**src/rtl/bcd2binary_seq_pkg.sv**
```systemverilog
// -----------------------------------------------------------------------------
// bcd_pkg
// Shared types and constants for the sequential BCD-to-binary converter.
//   state_e     : converter FSM states (IDLE, CONV, DONE)
//   DIGIT_W     : width of one BCD digit
//   ADJ_THRESH  : a digit at or above this value is adjusted after each shift
//   ADJ_VAL     : amount subtracted from an adjusted digit
//   cnt_width() : width of the iteration counter for a given result width
// -----------------------------------------------------------------------------
package bcd_pkg;

   typedef enum logic [1:0] {
      IDLE = 2'd0,
      CONV = 2'd1,
      DONE = 2'd2
   } state_e;

   localparam int DIGIT_W    = 4;
   localparam int ADJ_THRESH = 8;
   localparam int ADJ_VAL    = 3;

   // The counter has to reach BIN_W, so it needs enough bits for BIN_W itself.
   function automatic int cnt_width(input int bin_w);
      return $clog2(bin_w + 1);
   endfunction

endpackage

```
**src/rtl/bcd2binary_seq_if.sv**
```systemverilog
// -----------------------------------------------------------------------------
// bcd2binary_seq_if
// Start/ready/done handshake bundle between the entry logic (master) and the
// converter (slave).
//   start     : master -> slave, request a conversion (honoured when ready=1)
//   bcd       : master -> slave, packed BCD, bcd[3:0] = ones digit
//   ready     : slave -> master, converter idle
//   done_tick : slave -> master, one-cycle pulse, binary/err valid
//   binary    : slave -> master, converted value, held until next start
//   err       : slave -> master, input contained a digit above 9
// -----------------------------------------------------------------------------
interface bcd2binary_seq_if
   import bcd_pkg::*;
#(
   parameter int DIGITS = 3,
   parameter int BIN_W  = 10
);

   logic                        start;
   logic [DIGITS*DIGIT_W-1:0]   bcd;
   logic                        ready;
   logic                        done_tick;
   logic [BIN_W-1:0]            binary;
   logic                        err;

   modport master (
      output start, bcd,
      input  ready, done_tick, binary, err
   );

   modport slave (
      input  start, bcd,
      output ready, done_tick, binary, err
   );

endinterface

```
**src/rtl/bcd2binary_seq_digit_adj.sv**
```systemverilog
// -----------------------------------------------------------------------------
// bcd_digit_adj
// One-digit correction step of reverse double-dabble. After the combined
// register has been shifted right, a digit that picked up the LSB of its
// upper neighbour is worth 8 too much in its own weight (it should be 5),
// so digits at or above 8 have 3 subtracted.
//   digit_in  : 4-bit digit after the shift
//   digit_out : corrected digit
// -----------------------------------------------------------------------------
module bcd_digit_adj
   import bcd_pkg::*;
(
   input  logic [DIGIT_W-1:0] digit_in,
   output logic [DIGIT_W-1:0] digit_out
);

   // NOTE: assign a default before any conditional update in always_comb so
   // every path drives the output and no latch is inferred.
   always_comb begin
      digit_out = digit_in;
      if (digit_in >= DIGIT_W'(ADJ_THRESH)) begin
         digit_out = digit_in - DIGIT_W'(ADJ_VAL);
      end
   end

endmodule

```
**src/rtl/bcd2binary_seq.sv**
```systemverilog
// -----------------------------------------------------------------------------
// bcd2binary_seq
// Sequential BCD-to-binary converter (reverse double-dabble). One iteration
// per clock: the {bcd, bin} pair is shifted right by one, then every BCD digit
// of 8 or more has 3 subtracted. After BIN_W iterations bin holds the value.
// Inputs with a digit above 9 are rejected immediately with err=1, binary=0.
//   clk     : system clock, rising edge
//   reset_n : asynchronous active-low reset
//   bus     : slave side of bcd2binary_seq_if (start, bcd, ready, done_tick,
//             binary, err)
// -----------------------------------------------------------------------------
module bcd2binary_seq
   import bcd_pkg::*;
#(
   parameter int DIGITS = 3,
   parameter int BIN_W  = 10
)(
   input  logic            clk,
   input  logic            reset_n,
   bcd2binary_seq_if.slave bus
);

   localparam int BCD_W = DIGITS * DIGIT_W;
   localparam int CNT_W = cnt_width(BIN_W);
   localparam logic [DIGIT_W-1:0] DIGIT_MAX = DIGIT_W'(9);

   state_e             state_q,  state_d;
   logic [BCD_W-1:0]   bcd_q,    bcd_d;
   logic [BIN_W-1:0]   bin_q,    bin_d;
   logic [CNT_W-1:0]   cnt_q,    cnt_d;
   logic [BIN_W-1:0]   binary_q, binary_d;
   logic               err_q,    err_d;

   logic [BCD_W-1:0]   bcd_shift;
   logic [BCD_W-1:0]   bcd_adj;
   logic [BIN_W-1:0]   bin_shift;
   logic               bcd_invalid;

   // Right shift of the concatenated {bcd_q, bin_q}: the BCD LSB moves into
   // the binary MSB and a zero enters at the top of the BCD register.
   always_comb begin
      bcd_shift = {1'b0, bcd_q[BCD_W-1:1]};
      bin_shift = {bcd_q[0], bin_q[BIN_W-1:1]};
   end

   for (genvar g = 0; g < DIGITS; g++) begin : g_adj
      bcd_digit_adj u_adj (
         .digit_in  (bcd_shift[g*DIGIT_W +: DIGIT_W]),
         .digit_out (bcd_adj[g*DIGIT_W +: DIGIT_W])
      );
   end

   always_comb begin
      bcd_invalid = 1'b0;
      for (int i = 0; i < DIGITS; i++) begin
         if (bus.bcd[i*DIGIT_W +: DIGIT_W] > DIGIT_MAX) begin
            bcd_invalid = 1'b1;
         end
      end
   end

   always_comb begin
      state_d  = state_q;
      bcd_d    = bcd_q;
      bin_d    = bin_q;
      cnt_d    = cnt_q;
      binary_d = binary_q;
      err_d    = err_q;

      case (state_q)
         IDLE: begin
            if (bus.start) begin
               if (bcd_invalid) begin
                  // Rejected input skips the iterations entirely.
                  binary_d = '0;
                  err_d    = 1'b1;
                  state_d  = DONE;
               end else begin
                  bcd_d   = bus.bcd;
                  bin_d   = '0;
                  cnt_d   = '0;
                  err_d   = 1'b0;
                  state_d = CONV;
               end
            end
         end

         CONV: begin
            bcd_d = bcd_adj;
            bin_d = bin_shift;
            cnt_d = cnt_q + CNT_W'(1);
            // cnt_q counts completed iterations, so BIN_W-1 marks the last one;
            // the result is taken from the value being shifted in now.
            if (cnt_q == CNT_W'(BIN_W - 1)) begin
               binary_d = bin_shift;
               state_d  = DONE;
            end
         end

         DONE: begin
            state_d = IDLE;
         end

         default: begin
            state_d = IDLE;
         end
      endcase
   end

   // NOTE: sequential state uses non-blocking assignments so every flop
   // samples its _d value from before the edge, independent of statement order.
   always_ff @(posedge clk or negedge reset_n) begin
      // NOTE: the working shift registers are reset as well, so a conversion
      // aborted by reset leaves no stale data behind.
      if (!reset_n) begin
         state_q  <= IDLE;
         bcd_q    <= '0;
         bin_q    <= '0;
         cnt_q    <= '0;
         binary_q <= '0;
         err_q    <= 1'b0;
      end else begin
         state_q  <= state_d;
         bcd_q    <= bcd_d;
         bin_q    <= bin_d;
         cnt_q    <= cnt_d;
         binary_q <= binary_d;
         err_q    <= err_d;
      end
   end

   assign bus.ready     = (state_q == IDLE);
   assign bus.done_tick = (state_q == DONE);
   assign bus.binary    = binary_q;
   assign bus.err       = err_q;

endmodule

```
**src/flat_wrapper.sv**
```systemverilog
// flat-port wrapper written by rule: the top's interface ports become plain ports
module bcd2binary_seq_flat import bcd_pkg::*;
#(
   parameter int DIGITS = 3,
   parameter int BIN_W  = 10
)
  (clk, reset_n, bus_start, bus_bcd, bus_ready, bus_done_tick, bus_binary, bus_err);
  bcd2binary_seq_if #(.DIGITS(DIGITS), .BIN_W(BIN_W)) bus_i ();
  input  logic clk;
  input  logic reset_n;
  input wire logic [$bits(bus_i.start)-1:0] bus_start;
  input wire logic [$bits(bus_i.bcd)-1:0] bus_bcd;
  output wire logic [$bits(bus_i.ready)-1:0] bus_ready;
  output wire logic [$bits(bus_i.done_tick)-1:0] bus_done_tick;
  output wire logic [$bits(bus_i.binary)-1:0] bus_binary;
  output wire logic [$bits(bus_i.err)-1:0] bus_err;
  assign bus_i.start = bus_start;
  assign bus_i.bcd = bus_bcd;
  assign bus_ready = bus_i.ready;
  assign bus_done_tick = bus_i.done_tick;
  assign bus_binary = bus_i.binary;
  assign bus_err = bus_i.err;
  bcd2binary_seq #(.DIGITS(DIGITS), .BIN_W(BIN_W)) u_core (.clk(clk), .reset_n(reset_n), .bus(bus_i));
endmodule
```
**config.mk**
```make
export PLATFORM = sky130hd
export DESIGN_NAME = bcd2binary_seq_flat
export DESIGN_NICKNAME = d
export VERILOG_FILES = /design/src/rtl/bcd2binary_seq_pkg.sv /design/src/rtl/bcd2binary_seq_if.sv /design/src/rtl/bcd2binary_seq_digit_adj.sv /design/src/rtl/bcd2binary_seq.sv /design/src/flat_wrapper.sv
export SDC_FILE = /design/constraint.sdc
export NUM_CORES = 1
export LEC_CHECK = 0
export ABC_AREA = 1
export CELL_PAD_IN_SITES_DETAIL_PLACEMENT = 1
export CELL_PAD_IN_SITES_GLOBAL_PLACEMENT = 1
export CORE_ASPECT_RATIO = 1.1
export CORE_MARGIN = 8
export CORE_UTILIZATION = 41
export CTS_CLUSTER_DIAMETER = 100
export DETAILED_ROUTE_END_ITERATION = 10
export GPL_ROUTABILITY_DRIVEN = 0
export HOLD_SLACK_MARGIN = 0.1
export PLACE_DENSITY_LB_ADDON = 0.1
export REMOVE_ABC_BUFFERS = 1
export SETUP_SLACK_MARGIN = 0.15
export SLEW_MARGIN = 20
export SYNTH_ARGS = -nofsm -noshare
export SYNTH_HDL_FRONTEND = slang
export SYNTH_SLANG_ARGS = --single-unit
export TNS_END_PERCENT = 30
```
**constraint.sdc**
```tcl
create_clock -name clk -period 3.71 [get_ports clk]
set_input_delay 0.742 -clock clk [delete_from_list [all_inputs] [get_ports clk]]
set_output_delay 0.742 -clock clk [all_outputs]
set_load 0.01 [all_outputs]
```
Word level (Yosys, flattened, before mapping)
Index checks and enable logic that the tools add are counted.
- shift operators: 0
- bitwise logic cells: 0
- reductions and logical operators: 6
- divide/modulo/power cells: 0
- add/sub/neg operators: 4
- mux-type cells: 24
- multipliers: 0
- equal/unequal tests: 7
- order comparisons: 6
- operators with widths (kind ; number):
    $mux 10 ; 5
    $pmux 10 s2 ; 2
    $mux 12 ; 2
    $pmux 12 s2 ; 1
    $mux 4 ; 5
    $gt 4x4->1 const B ; 3
    $ge 4x4->1 const B ; 2
    $pmux 4 s2 ; 1
    $sub 4x2->4 const B ; 2
    $mux 2 ; 3
    $add 4x1->4 const B ; 1
    $eq 4x4->1 const B ; 1
    $ge 3x4->1 const B ; 1
    $mux 1 ; 4
    $ne 2x1->1 const B ; 2
    $ne 2x2->1 const B ; 2
    $pmux 2 s2 ; 1
    $reduce_and 2->1 ; 2
    $reduce_and 4->1 ; 1
    $sub 3x2->4 const B ; 1
    $reduce_and 3->1 ; 1
    $eq 2x1->1 const B ; 1
    $eq 2x2->1 const B ; 1
    $logic_not 2->1 ; 1
    $reduce_bool 2->1 ; 1
- bits in latches: 0
- input bits: 15
- memory bits (writable): 0
- memories kept: 0
- bits in read-only memories: 0
- word-level logic and storage cells: 53
- output and inout bits: 13
- register bits: 39

Depth between registers and ports, before layout
- depth in word-level cells: 7
- mapped depth: 10
- mapped depth without buffers: 9

Hierarchy
Synthesis repeated with hierarchy kept, for this count alone.
- cell total of the unflattened synthesis: 273
- area, all modules: 2033.2 µm²
- by module, submodules not included (module ; times used ; area each (µm²) ; cells each ; sequential area each (µm²)):
    bcd2binary_seq ; 1 ; 1766.7 ; 225 ; 950.9
    bcd_digit_adj ; 3 ; 88.8 ; 16 ; 0.0

Worst setup path after synthesis
OpenSTA, ideal clock, no wires.
- kind: input port to flip-flop
- start point: in bus_bcd[9]
- end point: reg u_core.cnt_q[0]
- cell stages on the path: 7
- data arrival time: 1505 ps
- setup slack: 2088 ps
- data required time: 3593 ps
- buffers on the path: 1
- path through: o21ai_0 nand3_1 nand2_1 nand2_2 buf_2 nand2_1 nand2_1
- word-level cells in the longest chain between the ends: 4
- RTL lines (item ; RTL line ; text):
    start: declaration ; flat_wrapper.sv:12 ; input wire logic [$bits(bus_i.bcd)-1:0] bus_bcd;
    $gt 4x4->1 ; bcd2binary_seq.sv:56 ; if (bus.bcd[i*DIGIT_W +: DIGIT_W] > DIGIT_MAX) begin
    $mux 1 ; bcd2binary_seq.sv:56 ;
    $ne 2x2->1 (no source line) ; n/a ;
    $reduce_and 3->1 (no source line) ; n/a ;
    end signal: assignment ; bcd2binary_seq.sv:126 ; cnt_q <= cnt_d;
    end: declaration ; bcd2binary_seq.sv:30 ; logic [CNT_W-1:0] cnt_q, cnt_d;
No other way between the ends.
A chain may end at the register's enable or synchronous reset.

Final worst setup path
- start point: in bus_start
- end point: reg u_core.binary_q[7], in the netlist u_core.bus.binary[7]
- word-level cells in the longest chain between the ends: 2
- RTL lines (item ; RTL line ; text):
    start: declaration ; flat_wrapper.sv:11 ; input wire logic [$bits(bus_i.start)-1:0] bus_start;
    $ne 2x2->1 (no source line) ; n/a ;
    $reduce_and 4->1 (no source line) ; n/a ;
    end signal: assignment ; bcd2binary_seq.sv:127 ; binary_q <= binary_d;
    end: declaration ; bcd2binary_seq.sv:31 ; logic [BIN_W-1:0] binary_q, binary_d;
No other way between the ends.

==> results_dict.tcl <==
set metrics [dict create \
    run_status "complete, no violations" \
    first_global_vias 1751 \
    layoutNonFillerInstCount 324 \
    required_ns 3.89 \
    yosys_warnings 0 \
    cts_num_sinks 38 \
    timing.critical_path.from_type "input pin" \
    cts_tree "built" \
    numPlacedInstances 316 \
    final.min_clock_period_ns 2.648 \
    finalHoldViolCount 0 \
    timing.critical_path.to_type "flop" \
    cts_setup_buffers 0 \
    cts_resized 0 \
    routed_wire_length_per_instance_microns 14.95 \
    place.detailed.hpwl_mm 3.347 \
    fin_setup_tns_ns 0 \
    most_frequent_cells_after_synthesis "sky130_fd_sc_hd__nand2_1 (116), sky130_fd_sc_hd__dfrtp_1 (38), sky130_fd_sc_hd__nand3_1 (30)" \
    clk_latency_ns 0.29 \
    die_x_microns 80.79 \
    total_power_consumption_w 0.001661 \
    detail_route.iter0.violations 59 \
    placementRows 26 \
    hold_class "reg2reg" \
    area_growth_pct 20.03 \
    starting_density_of_the_core_pct 41.57 \
    total_leakage_power_nw 1.216 \
    layout_worst_path_cycle_share_pct 71.37 \
    setup.worst_path.class "in2reg" \
    slew_at_the_pin_closest_to_its_max_slew_limit_ns 0.8802 \
    nets 288 \
    die_height_microns 87.27 \
    via_per_inst 5.052 \
    placement.io_buffers 27 \
    synth_top_area_share_pct 50.23 \
    post_synth_inst_count 243 \
    detailroute.via_count 1637 \
    holdBufCountCts 0 \
    drt_pass1_iterations 5 \
    groute.usage.overall_pct 15.47 \
    cts.reportedPaths.clkPinSlew_ns 0.08 \
    syn_area_per_cell_sq_um 7.790 \
    post-route-util_pct 49.89 \
    grt_start_max_net_pins 39 \
    netlist_area_sq_um 1893 \
    synth-seq-cells 38 \
    pin_count 28 \
    grt_first_pass_wirelength_mm 8.438 \
    root_buffer "sky130_fd_sc_hd__clkbuf_8" \
    slew_violations 0 \
    floorplan.die_area_sq_um 7050 \
    dominantRegCellSynth "sky130_fd_sc_hd__dfrtp_1" \
    setup_skew_after_layout_ns 0.003137 \
    cts_inserted_buffers 5 \
    synth-seq-area-share_pct 50.23 \
    globalRoute.totalOverflow 0 \
    ir_worst_vdd_uv 293.4 \
    routed_wire_length_mm 4.844 \
    arrival_ns 2.83 \
    timing.fmax_ghz 0.3776 \
    remaining_drc_errors 0 \
    max_cap_violations 0 \
    number_of_antenna_violations_at_the_first_check_in_global_routing 0 \
    max-slew-margin-rel_pct 41.32 \
    ant_nets 0 \
    antenna_cells_inserted 0 \
    core_region_area_sq_um 4554 \
    number_of_buffers_on_the_longest_clock_path 2 \
    critPathMaxFanout 13 \
    power-per-cell-area_nw_per_um2 730.8 \
    postSynth.asyncResetShare_pct 100.0 \
    post_synth_main_area_contributors "sky130_fd_sc_hd__dfrtp_1 (50%), sky130_fd_sc_hd__nand2_1 (23%), sky130_fd_sc_hd__nand3_1 (7.9%)" \
    yosys.cell_types.count 22 \
    htreeDepth 2 \
    final_count_of_negative_setup_slack_endpoints 0 \
    yosys.area.top_type "sky130_fd_sc_hd__dfrtp_1" \
    synth.most_common_cell "sky130_fd_sc_hd__nand2_1" \
    final_layout_size_suffix_gt1_share_pct 6.716 \
    rsz0062_at_grt "false" \
    edff_count_synth 0 \
]
==> through the flow <==
step	instance area, sq um	setup WS (ns)	hold WS, ns
after floorplan	1842	1.880	0.4422
final	2272	1.062	0.4722
after detailed placement	2177	0.7968	0.4581
after CTS	2272	1.068	0.4779
after global placement	2177	0.8907	0.4522
after global routing	2272	0.9444	0.4994
==> cells by family after synthesis <==
family	count (synthesis)	synth area share [%]
adder cells (fa/ha/maj)	6	3.966
flip-flops	38	50.23
AND/OR/NAND/NOR	159	35.43
buffers and inverters	25	5.684
AO/OA/AOI/OAI	15	4.692
==> where the power goes <==
part	switching, W	internal, W
registers	0.000141	0.000555
clock network	0.000148	0.000149
logic	0.000434	0.000233
total	0.000723	0.000938
==> worst max-delay path: stages <==
cell,delay (ns)
sky130_fd_sc_hd__clkdlybuf4s50_1,0.57
sky130_fd_sc_hd__inv_1,0.10
sky130_fd_sc_hd__a21oi_2,0.49
sky130_fd_sc_hd__nand2_1,0.16
sky130_fd_sc_hd__inv_2,0.22
sky130_fd_sc_hd__nand2_1,0.32
sky130_fd_sc_hd__nand2_1,0.14
sky130_fd_sc_hd__nand2_1,0.07
==> layer usage <==
metal / GRT usage (%) / up-vias / share of wire [%] / wire [microns]
met5: 0 / - / 0 / 0
met4: 4.390 / 0 / 0.70 / 34
met3: 4.959 / 4 / 4.4 / 214
met2: 25.26 / 32 / 48 / 2316
met1: 18.88 / 792 / 47 / 2278
li1: - / 809 / - / -
==> layout make-up <==
type	instances	area [sq um]
fillers	586	2282
flip-flops and latches	38	950.9
multi-input cells	180	834.6
repair buffers	27	265.3
clock buffers	6	82.58
well taps	56	70.07
inverters	15	56.30
clock inverters	2	12.51
==> state kept, by name (all words and copies together), names as in the netlist <==
register / flops
u_core.bcd_q: 12
u_core.bus.err: 1
u_core.bin_q: 9
u_core.cnt_q: 4
u_core.state_q: 2
u_core.bus.binary: 10
==> cell usage in the layout, fill, tap and decap left out <==
cell / count
sky130_fd_sc_hd__nor2_1: 2
sky130_fd_sc_hd__a21oi_2: 1
sky130_fd_sc_hd__nand2_2: 1
sky130_fd_sc_hd__o21ai_0: 6
sky130_fd_sc_hd__clkinvlp_4: 1
sky130_fd_sc_hd__nand3_1: 30
sky130_fd_sc_hd__clkdlybuf4s50_1: 26
sky130_fd_sc_hd__clkinv_2: 1
sky130_fd_sc_hd__or2_2: 2
sky130_fd_sc_hd__inv_1: 12
sky130_fd_sc_hd__buf_2: 1
sky130_fd_sc_hd__o211ai_1: 2
sky130_fd_sc_hd__a21oi_1: 4
sky130_fd_sc_hd__dfrtp_1: 38
sky130_fd_sc_hd__ha_1: 6
sky130_fd_sc_hd__nand2_1: 116
sky130_fd_sc_hd__nand3b_1: 3
sky130_fd_sc_hd__o21bai_1: 2
sky130_fd_sc_hd__or2_0: 2
sky130_fd_sc_hd__inv_2: 3
sky130_fd_sc_hd__nand4_1: 1
sky130_fd_sc_hd__nor2_2: 1
sky130_fd_sc_hd__clkbuf_8: 6
sky130_fd_sc_hd__nor2_4: 1
==> path summary, 6_finish.rpt <==
path	startpoint	to	slack [ns]	cells after the start
max	bus_start	u_core.bus.binary[7]	1.06	8
min	u_core.bus.binary[0]	u_core.bus.binary[0]	0.47	2
max reg2reg	u_core.state_q[1]	u_core.bus.binary[7]	1.59	7
min reg2reg	u_core.bus.binary[0]	u_core.bus.binary[0]	0.47	2
max in group asynchronous	reset_n	u_core.bus.binary[5]	2.59	1
min in group asynchronous	reset_n	u_core.bcd_q[4]	0.57	1
(Power assumes the default switching activity.)
